File: src/rtl/load_use_stall_ctrl.sv
// load_use_stall_ctrl: load-use hazard and memory-wait stall controller.
// Optional STALL_PERF_CNT_EN macro adds the stall_count bubble counter.
module load_use_stall_ctrl #(
    parameter int REG_W             = 5,
    parameter int LOAD_STALL_CYCLES = 1,
    parameter int CNT_W             = 32
) (
    input  logic             clk,
    input  logic             reset,
    input  logic             ex_mem_read,
    input  logic [REG_W-1:0] ex_rt,
    input  logic [REG_W-1:0] id_rs,
    input  logic [REG_W-1:0] id_rt,
    input  logic             id_use_rs,
    input  logic             id_use_rt,
    input  logic             mem_busy,
    output logic             stall,
    output logic             bubble,
`ifdef STALL_PERF_CNT_EN
    output logic             freeze,
    output logic [CNT_W-1:0] stall_count
`else
    output logic             freeze
`endif
);
    typedef enum logic [1:0] {RST, IDLE, LSTALL} state_t;
    state_t     state_q, state_d;
    logic [3:0] remain_q, remain_d;
    logic       hazard;
    assign hazard = ex_mem_read && (ex_rt != '0) &&
                    ((id_use_rs && id_rs == ex_rt) || (id_use_rt && id_rt == ex_rt));
    // Outputs and next state; bubble is masked while reset is held so RST shows stall only.
    always_comb begin
        state_d  = state_q;
        remain_d = remain_q;
        stall    = 1'b0;
        bubble   = 1'b0;
        freeze   = 1'b0;
        case (state_q)
            RST: begin
                stall   = 1'b1;
                bubble  = ~reset;
                state_d = IDLE;
            end
            IDLE: begin
                if (mem_busy) begin
                    stall  = 1'b1;
                    freeze = 1'b1;
                end else if (hazard) begin
                    stall  = 1'b1;
                    bubble = 1'b1;
                    if (LOAD_STALL_CYCLES > 1) begin
                        state_d  = LSTALL;
                        remain_d = 4'(LOAD_STALL_CYCLES - 1);
                    end
                end
            end
            LSTALL: begin
                if (mem_busy) begin
                    stall  = 1'b1;
                    freeze = 1'b1;
                end else begin
                    stall    = 1'b1;
                    bubble   = 1'b1;
                    remain_d = remain_q - 4'd1;
                    state_d  = (remain_q == 4'd1) ? IDLE : LSTALL;
                end
            end
            default: state_d = RST;
        endcase
    end
    // State and remaining-bubble registers; reset aborts any stall in progress.
    always_ff @(posedge clk or posedge reset) begin
        if (reset) begin
            state_q  <= RST;
            remain_q <= 4'd0;
        end else begin
            state_q  <= state_d;
            remain_q <= remain_d;
        end
    end
`ifdef STALL_PERF_CNT_EN
    logic [CNT_W-1:0] cnt_q, cnt_d;
    // Saturating count of load-use bubble cycles, excluding the post-reset flush.
    always_comb cnt_d = (bubble && state_q != RST && !(&cnt_q)) ? cnt_q + CNT_W'(1) : cnt_q;
    // Counter register, cleared only by reset.
    always_ff @(posedge clk or posedge reset) begin
        if (reset) cnt_q <= '0;
        else       cnt_q <= cnt_d;
    end
    assign stall_count = cnt_q;
`endif
endmodule

File: config.mk
export PLATFORM = sky130hd
export DESIGN_NAME = load_use_stall_ctrl
export DESIGN_NICKNAME = d
export VERILOG_FILES = /design/src/rtl/load_use_stall_ctrl.sv
export SDC_FILE = /design/constraint.sdc
export NUM_CORES = 1
export LEC_CHECK = 0
export ABC_AREA = 1
export BUFFER_PORTS_ARGS = -buffer_cell sky130_fd_sc_hd__buf_2
export CORE_MARGIN = 5
export CORE_UTILIZATION = 40
export CTS_CLUSTER_SIZE = 25
export DETAILED_ROUTE_END_ITERATION = 8
export HOLD_SLACK_MARGIN = 0.05
export PLACE_DENSITY_LB_ADDON = 0.25
export SLEW_MARGIN = 20
export SYNTH_ARGS = -nofsm -noshare
export SYNTH_HDL_FRONTEND = slang
export SYNTH_SLANG_ARGS = --single-unit
File: constraint.sdc
create_clock -name clk -period 1.2 [get_ports clk]
set_input_delay 0.06 -clock clk [delete_from_list [all_inputs] [get_ports clk]]
set_output_delay 0.06 -clock clk [all_outputs]
set_load 0.02 [all_outputs]
==> impl_metrics.tcl <==
set metrics [dict create \
    port-buffer-count 23 \
    outcome "finished with violations" \
    cp_slowest_stage_delay_ns 0.43 \
    path_clk_slew_ns 0.05 \
    drive_gt1_share_pct 39.01 \
    pwr-share-clk_pct 36.3 \
    place.gp.congestion 0.7831 \
    syn_inst 105 \
    dp_cells 147 \
    skew_ns 0.008598 \
    grt_first_pass_wirelength_um 3139 \
    crit_start "state_q[1]" \
    violations "negative setup slack" \
    worstHoldStart "mem_busy" \
    dieArea_um2 2431 \
    nFillCells 154 \
    grt_remaining_overflow 0 \
    via_count 732 \
    rsz0062_at_grt "yes" \
    syn_area_um2 618.1 \
    dp.final_hpwl_um 1291 \
    synth-seq-cells 6 \
    drtPass1Iterations 3 \
    viasPerCell 4.662 \
    powerDensity_nw_per_um2 592.2 \
    final_cells 157 \
    coreArea_um2 1489 \
    antenna_found_initial 0 \
    grt_usage_pct 16.21 \
    postRouteWirelength_um 1716 \
    worst_pin_slew_ns 0.1888 \
    dpl_cell_area_um2 807.0 \
    critical_path.top_delay_family "flip-flops" \
    cts_tree "done" \
    total_power_mw 0.5461 \
    cp.arrival_ns 1.44 \
    die_w_um 49.31 \
    max-vdd-ir-drop_mv 0.5686 \
    rows 14 \
    leakage_nw 0.5572 \
    fmax_mhz 666.8 \
    grt_pass1_vias 772 \
    p_comb_share_pct 25.5 \
    ys_types 13 \
    start_util_pct 41.51 \
    cp_max_fo 3 \
    start_kind "register" \
    r2r_start "state_q[0]" \
    fin_crit_sh_pct 125.0 \
    final_core_util_pct 61.93 \
    clock_latency_ns 0.25 \
    cp-end-kind "output port" \
    path_class "reg2out" \
    switching_share_pct 30.06 \
    ant_nets 0 \
    fp.dieH_um 49.31 \
    p_switching_mw 0.1641 \
    period_minus_slack_ns 1.500 \
    slowest_stage "dfrtp_2" \
    cts_num_sinks 6 \
    htreeDepth 1 \
    numCtsBuffers 3 \
    drt-initial-drc-count 2 \
    timing.slew.headroom_pct 87.41 \
    path_cells "inv_2 -> ha_2 -> nand4_1 -> a21oi_4 -> buf_6" \
    yosysSeqAreaShare_pct 24.29 \
    wl_per_cell_um 10.93 \
    io_pins 24 \
    dpl_worst_slack_ns -0.1050 \
    final_cell_area_um2 922.1 \
    yosysWarnings 0 \
    drv_slew 0 \
    drcViolationCount 0 \
    final_net_count 170 \
    syn_nets 132 \
    avgSynthCellArea_um2 5.887 \
    finalSetupViolCount 8 \
    worst-path-buf-inv 2 \
    rrSetupSlack_ns -0.23 \
    pwr-share-seq_pct 38.2 \
    internal_power_mw 0.3820 \
    hold_viol 0 \
    worst_slack_ns -0.2996 \
    cap_violations 0 \
    root_buffer "clkbuf_4" \
    antenna_cells 0 \
    clk_path_buf_depth 2 \
    grt_max_degree 7 \
    hp-class "in2reg" \
    syn_to_final_growth_pct 49.19 \
    crit_required_ns 1.14 \
]
## cells in the final DEF (no fill, tap or decap), types with 4 or more instances in the layout
master and instances:
nand2_1 34, buf_2 21, inv_1 19, nor2_1 9, inv_2 8, buf_4 7, dfrtp_1 5, nand3_1 4
o21ai_0 4, buf_6 4
## power groups by stage
| stage | Clock (mW) | Combinational, mW | Sequential, mW |
|---|---|---|---|
| after floorplan | 0 | 0.0703 | 0.211 |
| after global placement | 0 | 0.128 | 0.212 |
| after detailed placement | 0 | 0.132 | 0.212 |
| after CTS | 0.203 | 0.138 | 0.209 |
| after global routing | 0.216 | 0.157 | 0.209 |
| final | 0.198 | 0.139 | 0.209 |
## sequential cells by signal, summed over array words and instances (netlist names)
signal	cells
remain_q	4
state_q	2
## through the flow
stage,TNS [ns],hold slack [ns]
global route,-2.123,0.2832
finish,-1.274,0.2281
detailed placement,-0.2593,0.05808
floorplan,0,-0.1409
CTS,-0.8452,0.2271
global placement,-0.1335,0.06498
## tightest hold or removal path, stage by stage
cell,delay (ns)
buf_2,0.14
a21oi_2,0.09
o21ai_0,0.14
## area by class of cell
type                       count  area, µm²  share of cell area [%]
clock buffer                   3      22.52                   2.442
multi-input combinational     72      414.1                   44.91
sequential                     6      151.4                   16.42
tap                           16      20.02                   2.171
timing repair buffer          33      212.7                   23.07
inverter                      27      101.3                   10.99
## metal layers
| layer | wire, µm | GRT usage [%] | vias to the layer above |
|---|---|---|---|
| li1 | - | - | 383 |
| met1 | 647 | 16.11 | 327 |
| met2 | 957 | 31.12 | 18 |
| met3 | 91 | 4.281 | 4 |
| met4 | 20 | 5.830 | 0 |
| met5 | 0 | 0 | - |
## logic make-up after synthesis
| group | Yosys count | synth area share (%) |
|---|---|---|
| and+or+nand+nor | 55 | 35.83 |
| buffers and inverters | 27 | 16.40 |
| AOI/OAI and AO/OA | 8 | 7.085 |
| adders and majority gates | 6 | 12.15 |
| DFF | 6 | 24.29 |
| xor gates and xnor gates | 3 | 4.252 |
## repair_timing
action	CTS	global route
buffers inserted	6	1
resized for setup	11	6
endpoints found under the hold margin	6	0
hold buffers	1	0
pin swaps	5	3
setup endpoints to repair	8	9
## cell usage after synthesis
cell type	instances	share of area, %
nand2_1	36	22
nand2_2	1	1.0
ha_1	6	12
nand3_1	4	3.2
a21oi_1	2	1.6
inv_2	2	1.2
o21ai_0	5	4.0
nor2_1	11	6.7
dfrtp_1	6	24
nand4_1	3	3.0
inv_1	25	15
xor2_1	3	4.3
a21oi_2	1	1.4
## worst paths after layout
| path | to | cells past startpoint |
|---|---|---|
| setup / recovery | bubble | 5 |
| hold / removal | state_q[0] | 3 |
| setup reg to reg | remain_q[3] | 9 |
| hold reg to reg | remain_q[0] | 1 |
| max in group asynchronous | state_q[1] | 4 |
| min in group asynchronous | remain_q[1] | 4 |
(Power assumes the default switching activity.)
